<file path="config.mk">
export PLATFORM = sky130hd
export DESIGN_NAME = vscale_share_unmask
export DESIGN_NICKNAME = d
export VERILOG_FILES = /design/src/rtl/vscale_share_unmask_pkg.sv /design/src/rtl/vscale_share_xor_reduce.sv /design/src/rtl/vscale_share_unmask.sv
export SDC_FILE = /design/constraint.sdc
export NUM_CORES = 1
export LEC_CHECK = 0
export CAP_MARGIN = 20
export CORE_ASPECT_RATIO = 0.75
export CORE_UTILIZATION = 35
export DETAILED_ROUTE_END_ITERATION = 16
export DONT_BUFFER_PORTS = 1
export HOLD_SLACK_MARGIN = 0.03
export PLACE_DENSITY = 0.53
export SYNTH_ARGS = -nofsm -noshare
export SYNTH_HDL_FRONTEND = slang
export SYNTH_HIERARCHICAL = 1
export SYNTH_SLANG_ARGS = --single-unit
export TNS_END_PERCENT = 100
</file>
<file path="constraint.sdc">
create_clock -name clk -period 4.43 [get_ports clk]
set_input_delay 0.6645 -clock clk [delete_from_list [all_inputs] [get_ports clk]]
set_output_delay 0.6645 -clock clk [all_outputs]
set_load 0.01 [all_outputs]
</file>
<file path="src/rtl/vscale_share_unmask_pkg.sv">
// Shared vscale constants for the share unmask block.
// Default share width and share count.
package vscale_share_unmask_pkg;

  localparam int VSCALE_DWIDTH = 32;
  localparam int VSCALE_SHARES = 2;

endpackage

</file>
<file path="src/rtl/vscale_share_xor_reduce.sv">
// Combinational recombination of Boolean shares.
// Fed only from registered shares, never from raw inputs.
module vscale_share_xor_reduce
  import vscale_share_unmask_pkg::*;
#(
  parameter int DWIDTH = VSCALE_DWIDTH,
  parameter int SHARES = VSCALE_SHARES
) (
  input  logic [DWIDTH*SHARES-1:0] shares,
  output logic [DWIDTH-1:0]        word
);

  // XOR every share into one word
  always_comb begin
    word = '0;
    for (int i = 0; i < SHARES; i++) begin
      word = word ^ shares[i*DWIDTH +: DWIDTH];
    end
  end

endmodule

</file>
<file path="src/rtl/vscale_share_unmask.sv">
// Two-stage share unmask: S1 holds shares, S2 holds
// the recombined word. Empty stages hold zero.
module vscale_share_unmask
  import vscale_share_unmask_pkg::*;
#(
  parameter int DWIDTH = VSCALE_DWIDTH,
  parameter int SHARES = VSCALE_SHARES
) (
  input  logic                     clk,
  input  logic                     reset,
  input  logic                     flush,
  input  logic                     in_valid,
  output logic                     in_ready,
  input  logic [DWIDTH*SHARES-1:0] in_data,
  output logic                     out_valid,
  input  logic                     out_ready,
  output logic [DWIDTH-1:0]        out_data
);

  logic                     s1_valid;
  logic [DWIDTH*SHARES-1:0] s1_data;
  logic                     s2_valid;
  logic [DWIDTH-1:0]        s2_data;
  logic [DWIDTH-1:0]        s1_word;
  logic                     s1_adv;
  logic                     accept;

  vscale_share_xor_reduce #(
    .DWIDTH(DWIDTH),
    .SHARES(SHARES)
  ) u_reduce (
    .shares(s1_data),
    .word  (s1_word)
  );

  // Handshake: S1 drains when S2 is free or being consumed
  always_comb begin
    s1_adv   = s1_valid && (!s2_valid || out_ready);
    in_ready = !flush && (!s1_valid || s1_adv);
    accept   = in_valid && in_ready;
  end

  // S1 share barrier; zeroed whenever it holds nothing
  always_ff @(posedge clk or posedge reset) begin
    if (reset) begin
      s1_valid <= 1'b0;
      s1_data  <= '0;
    end else if (flush) begin
      s1_valid <= 1'b0;
      s1_data  <= '0;
    end else if (accept) begin
      s1_valid <= 1'b1;
      s1_data  <= in_data;
    end else if (s1_adv || !s1_valid) begin
      s1_valid <= 1'b0;
      s1_data  <= '0;
    end
  end

  // S2 recombined word; zeroed whenever it holds nothing
  always_ff @(posedge clk or posedge reset) begin
    if (reset) begin
      s2_valid <= 1'b0;
      s2_data  <= '0;
    end else if (flush) begin
      s2_valid <= 1'b0;
      s2_data  <= '0;
    end else if (s1_adv) begin
      s2_valid <= 1'b1;
      s2_data  <= s1_word;
    end else if (out_ready || !s2_valid) begin
      s2_valid <= 1'b0;
      s2_data  <= '0;
    end
  end

  assign out_valid = s2_valid;
  assign out_data  = s2_data;

endmodule
</file>
==> results of run 1 <==
-- how the worst min path moves through the flow --
stage,from,to,slack [ps],cells past startpoint
finish,reset,s1_data[40]$_DFFE_PP0P_,320,1
floorplan,s1_data[58]$_DFFE_PP0P_,s1_data[58]$_DFFE_PP0P_,480,1
global route,reset,out_data[13]$_DFFE_PP0P_,390,1
detailed placement,s1_data[60]$_DFFE_PP0P_,s1_data[60]$_DFFE_PP0P_,500,1
global placement,s1_data[47]$_DFFE_PP0P_,s1_data[47]$_DFFE_PP0P_,490,1
CTS,reset,out_data[13]$_DFFE_PP0P_,360,1
-- through the flow --
step,cell area [sq um],power (uW),util
6_report,4280,1760,0.393
2_1_floorplan,3920,1040,-
3_3_place_gp,4010,1060,0.368
5_1_grt,4280,1850,0.393
4_1_cts,4280,1800,0.393
3_5_place_dp,4010,1070,0.368
-- power by group --
group | total (uW) | leakage [uW] | switching (uW) | internal [uW]
Sequential | 951 | 0.00133 | 25.2 | 926
Clock | 715 | 0.000138 | 310 | 405
Combinational | 97.3 | 0.000503 | 57.4 | 39.9
Total | 1760 | 0.00197 | 393 | 1370
-- critical path, cell delays in order, from the launching register on --
cell and delay [ps]:
dfrtp_1 470, and4bb_2 720, buf_4 470, a32o_1 180
-- cells in the mapped netlist, drive strengths merged --
master / number
a21o: 1
a32o: 96
and4bb: 1
buf: 26
clkbuf: 5
dfrtp: 98
inv: 1
nand2b: 1
nand3b: 1
nor2b: 3
nor3b: 1
or2: 1
xor2: 32
-- state kept, by name (all words and copies together) (netlist names) --
register and count:
s1_data 64, out_data 32, out_valid 1, s1_valid 1
-- cell families (layout without fill, tap and decap cells) --
logic type / Yosys count / count (layout)
xor+xnor: 32 / 32
flops: 98 / 98
buf+inv: 32 / 21
simple gates: 8 / 8
compound gates: 97 / 97
-- final cells by class --
cell class,count,area [sq um]
sequential,98,2450
clock inverter,3,15.0
fill,1035,6620
inverter,1,6.26
multi-input combinational,137,1340
clock buffer,12,256
tap,140,175
timing repair buffer,5,37.5
-- layer usage --
metal  routed length [um]  share of wire  global-route usage
met3                  821          0.092              0.0712
met4                  113          0.013              0.0562
met5                    0              0                   0
met1                 3990           0.45               0.211
met2                 4020           0.45               0.234
==> metrics.log, run 1 <==
INFO  metric yosys_warnings = 6
INFO  metric fraction_of_the_yosys_area_taken_by_sequential_cells = 0.625
INFO  metric finalHoldViolations = 0
INFO  metric synth-xor-area-share = 0.0715
INFO  metric final.min_clock_period = around 2000 ps
INFO  metric n_diodes = 0
INFO  metric critical_path.max_fanout = 35
INFO  metric critPathArrivalTime = ~2200 ps
INFO  metric grt_start_max_net_pins = 66
INFO  metric grt_first_pass_wirelength = 14,100 um
INFO  metric total_placed_cells_including_tap_cells = roughly 380
INFO  metric final_max_slew_viol_count = 0
INFO  metric endpoint_kind = register
INFO  metric worst_r2r_startpoint = out_valid$_DFFE_PP0P_
INFO  metric net_count_reported_at_finish = 321
INFO  metric count_of_antenna_violating_nets_left_after_detailed_routing = 0
INFO  metric critPathLaunch = out_valid$_DFFE_PP0P_
INFO  metric cts_max_path_buffers = 2
INFO  metric layout-drive-gt1-share = 0.0977
INFO  metric power.leakage = 0.00197 uW
INFO  metric post_synth_fa_ha_maj_area_fraction = 0
INFO  metric maxCapViolCount = 0
INFO  metric crit-reg2reg-capture = s1_data[1]$_DFFE_PP0P_
INFO  metric tritoncts = done
INFO  metric worst_hold_path_type = in2async
INFO  metric syn-mean-instance-area = approximately 15 sq um
INFO  metric criticalPathCategory = reg2reg
INFO  metric synth_compound_gate_area_share = 0.247
INFO  metric fin_crit_sh = 0.442
INFO  metric finalSetupTns = 0 ps
INFO  metric design.die.area = 11,600 sq um
INFO  metric power_per_cell_area = a little over 400 nW/um^2
INFO  metric synth_largest_type_area_fraction = 0.625
INFO  metric slew-limit-headroom = 0.338
INFO  metric ys_seq_elements = 98
INFO  metric cts.htree.levels = 3
INFO  metric post_detailed_route_wirelength_per_cell = roughly 23 um
INFO  metric post_synth_inst_count = ~270
INFO  metric root_cell_of_the_clock_tree = clkbuf_16
INFO  metric largest_area_contributor_in_the_netlist = dfrtp_1
INFO  metric yosysUniqueCellTypes = 15
INFO  metric syn-num-nets = 336
INFO  metric setup_viol_count_final = 0
INFO  metric dieWidth = roughly 120 um
INFO  metric mappedNetlistArea = ~3900 sq um
INFO  metric route.detailed.drc = 0
INFO  metric number_of_buffers_inserted_during_clock_tree_synthesis = 9
INFO  metric drt-total-wl = 8950 um
INFO  metric irDropWorstVdd = around 0.00021 V
INFO  metric io_buf_count = 0
INFO  metric synth_simple_gate_area_share = 0.0163
INFO  metric die_height = 93.7 um
INFO  metric firstDrtPassIters = 4
INFO  metric finClkSkew = ~3.3 ps
INFO  metric yosys-mux-area-fraction = 0
INFO  metric clkSinkCount = 98
INFO  metric core_area = 10,900 sq um
INFO  metric outcome = finished clean
INFO  metric ff2ff_path_depth = 3
INFO  metric layout_commonest_cell = dfrtp_1
INFO  metric clk_transition_reported_paths = 60 ps
INFO  metric mostFrequentLayoutCells = 98 x dfrtp_1, 96 x a32o_1, 32 x xor2_1
INFO  metric initial_utilization = 0.360
INFO  metric finalWorstSetupSlack = roughly 2500 ps
INFO  metric place_hpwl = between 5000 and 6000 um
INFO  metric first_global_vias = 2,426
INFO  metric required_time_of_the_critical_path = between 4000 and 5000 ps
INFO  metric unrepaired_setup_endpoints_after_global_routing = false
INFO  metric timing.fmax = just over 500 MHz
INFO  metric global_route.usage.total = 0.160
INFO  metric fin_cells = approximately 400
INFO  metric ctsResizeCount = 0
INFO  metric post_synth_main_area_contributors = dfrtp_1 63%, a32o_1 25%, xor2_1 7.1%
INFO  metric antenna_found_initial = 0
INFO  metric worst_hold_slack = approximately 320 ps
INFO  metric global_route.overflow_total = 0
INFO  metric area_growth_syn_to_layout = 9.13%
INFO  metric ioPinCount = a little over 100
INFO  metric post_drt_via_cell_ratio = ~6.2
INFO  metric dp_slack = about 2200 ps
INFO  metric vias = between 2,000 and 2,500
INFO  metric start_kind = register
INFO  metric postCtsHoldBufs = 0
INFO  metric crit_end = s1_data[1]$_DFFE_PP0P_
INFO  metric r2r_setup_slack = between 2000 and 2500 ps
INFO  metric tightestPinTransition = approximately 990 ps
INFO  metric synth_top_family_by_area = compound AO/OA/AOI/OAI gates
INFO  metric placementRows = 33
INFO  metric drt_iter0_markers = 140
INFO  metric place_congestion = about 0.63
INFO  metric clock_latency = ~340 ps
INFO  metric post-cts-setup-buffers = 0
No activity file was read; power rests on OpenSTA's default activity.
==> run 2: changes to the inputs <==
==> constraint.sdc (replaced) <==
create_clock -name clk -period 2 [get_ports clk]
set_input_delay 0.3 -clock clk [delete_from_list [all_inputs] [get_ports clk]]
set_output_delay 0.3 -clock clk [all_outputs]
set_load 0.01 [all_outputs]
==> metrics.log, run 2 (same netlist as run 1, synthesis figures left out) <==
INFO  metric outcome = finished clean
INFO  metric global_route.overflow_total = 0 (unchanged)
INFO  metric initial_utilization = 0.360 (unchanged)
INFO  metric clock_latency = 340 ps (about the same)
INFO  metric count_of_antenna_violating_nets_left_after_detailed_routing = 0 (unchanged)
INFO  metric mostFrequentLayoutCells = 98 x dfrtp_1, 96 x a32o_1, 32 x xor2_1
INFO  metric cts_max_path_buffers = 2 (unchanged)
INFO  metric timing.fmax = 596 MHz (+17%)
INFO  metric global_route.usage.total = 0.161 (about the same)
INFO  metric dp_slack = 334 ps (-1880 ps)
INFO  metric n_diodes = 0 (unchanged)
INFO  metric start_kind = register
INFO  metric register_with_the_most_flip_flops = s1_data
INFO  metric number_of_buffers_inserted_during_clock_tree_synthesis = 9 (unchanged)
INFO  metric io_buf_count = 0 (unchanged)
INFO  metric vias = 2,406 (-1.9%)
INFO  metric tritoncts = done
INFO  metric grt_start_max_net_pins = 99 (+50%)
INFO  metric endpoint_kind = register
INFO  metric finalHoldViolations = 0 (unchanged)
INFO  metric ctsResizeCount = 0 (unchanged)
INFO  metric drt_iter0_markers = 136 (-2.9%)
INFO  metric firstDrtPassIters = 4 (unchanged)
INFO  metric net_count_reported_at_finish = 325 (+1.2%)
INFO  metric final_max_slew_viol_count = 0 (unchanged)
INFO  metric critPathArrivalTime = 1950 ps (-280 ps)
INFO  metric worst_hold_path_type = in2reg
INFO  metric tightestPinTransition = 616 ps (-374 ps)
INFO  metric drt-total-wl = 8810 um (-1.6%)
INFO  metric root_cell_of_the_clock_tree = clkbuf_16
INFO  metric cts.htree.levels = 3 (unchanged)
INFO  metric ioPinCount = 103 (unchanged)
INFO  metric setup_viol_count_final = 0 (unchanged)
INFO  metric core_area = 10,900 sq um (unchanged)
INFO  metric area_growth_syn_to_layout = 12.0%
INFO  metric clkSinkCount = 98 (unchanged)
INFO  metric critical_path.max_fanout = 40 (+14%)
INFO  metric criticalPathCategory = reg2reg
INFO  metric antenna_found_initial = 0 (unchanged)
INFO  metric first_global_vias = 2,466 (+1.6%)
INFO  metric finalSetupTns = 0 ps (unchanged)
INFO  metric clk_transition_reported_paths = 70 ps (about the same)
INFO  metric die_height = 93.7 um (unchanged)
INFO  metric total_power = 4030 uW (+130%)
INFO  metric layout-drive-gt1-share = 0.111 (+0.0135)
INFO  metric finalWorstSetupSlack = 321 ps (-2150 ps)
INFO  metric unrepaired_setup_endpoints_after_global_routing = false
INFO  metric grt_first_pass_wirelength = 14,200 um (+0.34%)
INFO  metric slew-limit-headroom = 0.589 (+0.251)
INFO  metric worst_hold_slack = 116 ps (-201 ps)
INFO  metric place_congestion = 0.669 (+5.9%)
INFO  metric power.leakage = 0.00201 uW (+1.9%)
INFO  metric worstPathCellList = and4bb_2 -> buf_12 -> a32o_1
INFO  metric r2r_setup_slack = 320 ps (-2150 ps)
INFO  metric layout_commonest_cell = dfrtp_1
INFO  metric post_detailed_route_wirelength_per_cell = 22.0 um (-2.8%)
INFO  metric placementRows = 33 (unchanged)
INFO  metric final.min_clock_period = 1680 ps (-280 ps)
INFO  metric dieWidth = 124 um (unchanged)
INFO  metric cp_top_family = simple AND/OR/NAND/NOR gates
INFO  metric largest_register_ff_count = 64 (unchanged)
INFO  metric power_per_cell_area = 917 nW/um^2 (+120%)
INFO  metric finClkSkew = 8.42 ps (+5.14 ps)
INFO  metric post_drt_via_cell_ratio = 6.00 (-3.1%)
INFO  metric layout_fillers = 1,027 (-0.77%)
INFO  metric irDropWorstVdd = 0.000372 V (+81%)
INFO  metric fin_crit_sh = 0.839 (+0.397)
INFO  metric cp.buffers_inverters = 1 (unchanged)
INFO  metric place_hpwl = 5200 um (-1.1%)
INFO  metric cp_slowest_cell = and4bb_2
INFO  metric maxCapViolCount = 0 (unchanged)
INFO  metric design.die.area = 11,600 sq um (unchanged)
INFO  metric maximum_single_stage_delay_on_the_critical_path = 680 ps (-40 ps)
INFO  metric route.detailed.drc = 0 (unchanged)
INFO  metric required_time_of_the_critical_path = 2270 ps (-2430 ps)
run 2: path summary, 6_finish.rpt:
path / startpoint / to / depth (start not counted)
hold reg to reg: s1_data[58]$_DFFE_PP0P_ / s1_data[58]$_DFFE_PP0P_ / 1
min in group asynchronous: reset / out_data[31]$_DFFE_PP0P_ / 3
hold / removal: in_data[31] / s1_data[31]$_DFFE_PP0P_ / 1
setup reg to reg: out_valid$_DFFE_PP0P_ / s1_data[8]$_DFFE_PP0P_ / 3
max in group asynchronous: reset / s1_data[15]$_DFFE_PP0P_ / 3
setup / recovery: out_valid$_DFFE_PP0P_ / s1_data[8]$_DFFE_PP0P_ / 3
run 2: power by group:
part / total (uW) / switching, uW / leakage, uW / internal, uW
clock: 1700 / 716 / 0.000148 / 980
sequential: 2100 / 55.3 / 0.00133 / 2050
combinational: 226 / 126 / 0.000530 / 99.9
run 2: per-stage QoR:
stage	std cells	utilization	instance area (sq um)
2_1_floorplan	267	-	3930
3_3_place_gp	384	0.374	4080
3_5_place_dp	384	0.374	4080
4_1_cts	401	0.403	4390
5_1_grt	401	0.403	4390
6_report	401	0.403	4390
run 2: routing by layer:
| layer | vias up | global-route usage | part of all wire |
|---|---|---|---|
| li1 | 1056 | - | - |
| met1 | 1258 | 0.207 | 0.46 |
| met2 | 84 | 0.246 | 0.46 |
| met3 | 8 | 0.0683 | 0.079 |
| met4 | 0 | 0.0452 | 0.0090 |
| met5 | - | 0 | 0 |
run 2: layout make-up:
cell class	instances	area (sq um)	area share
inverter	1	7.51	0.00171
tap	140	175	0.0399
timing repair buffer	9	120	0.0274
clock buffer	13	280	0.0638
sequential	98	2450	0.559
multi-input combinational	137	1330	0.304
clock inverter	3	21.3	0.00484
run 2: timing repair:
action,in CTS,in global routing
setup buffers,0,0
hold endpoints to repair,98,0
hold buffers,1,0
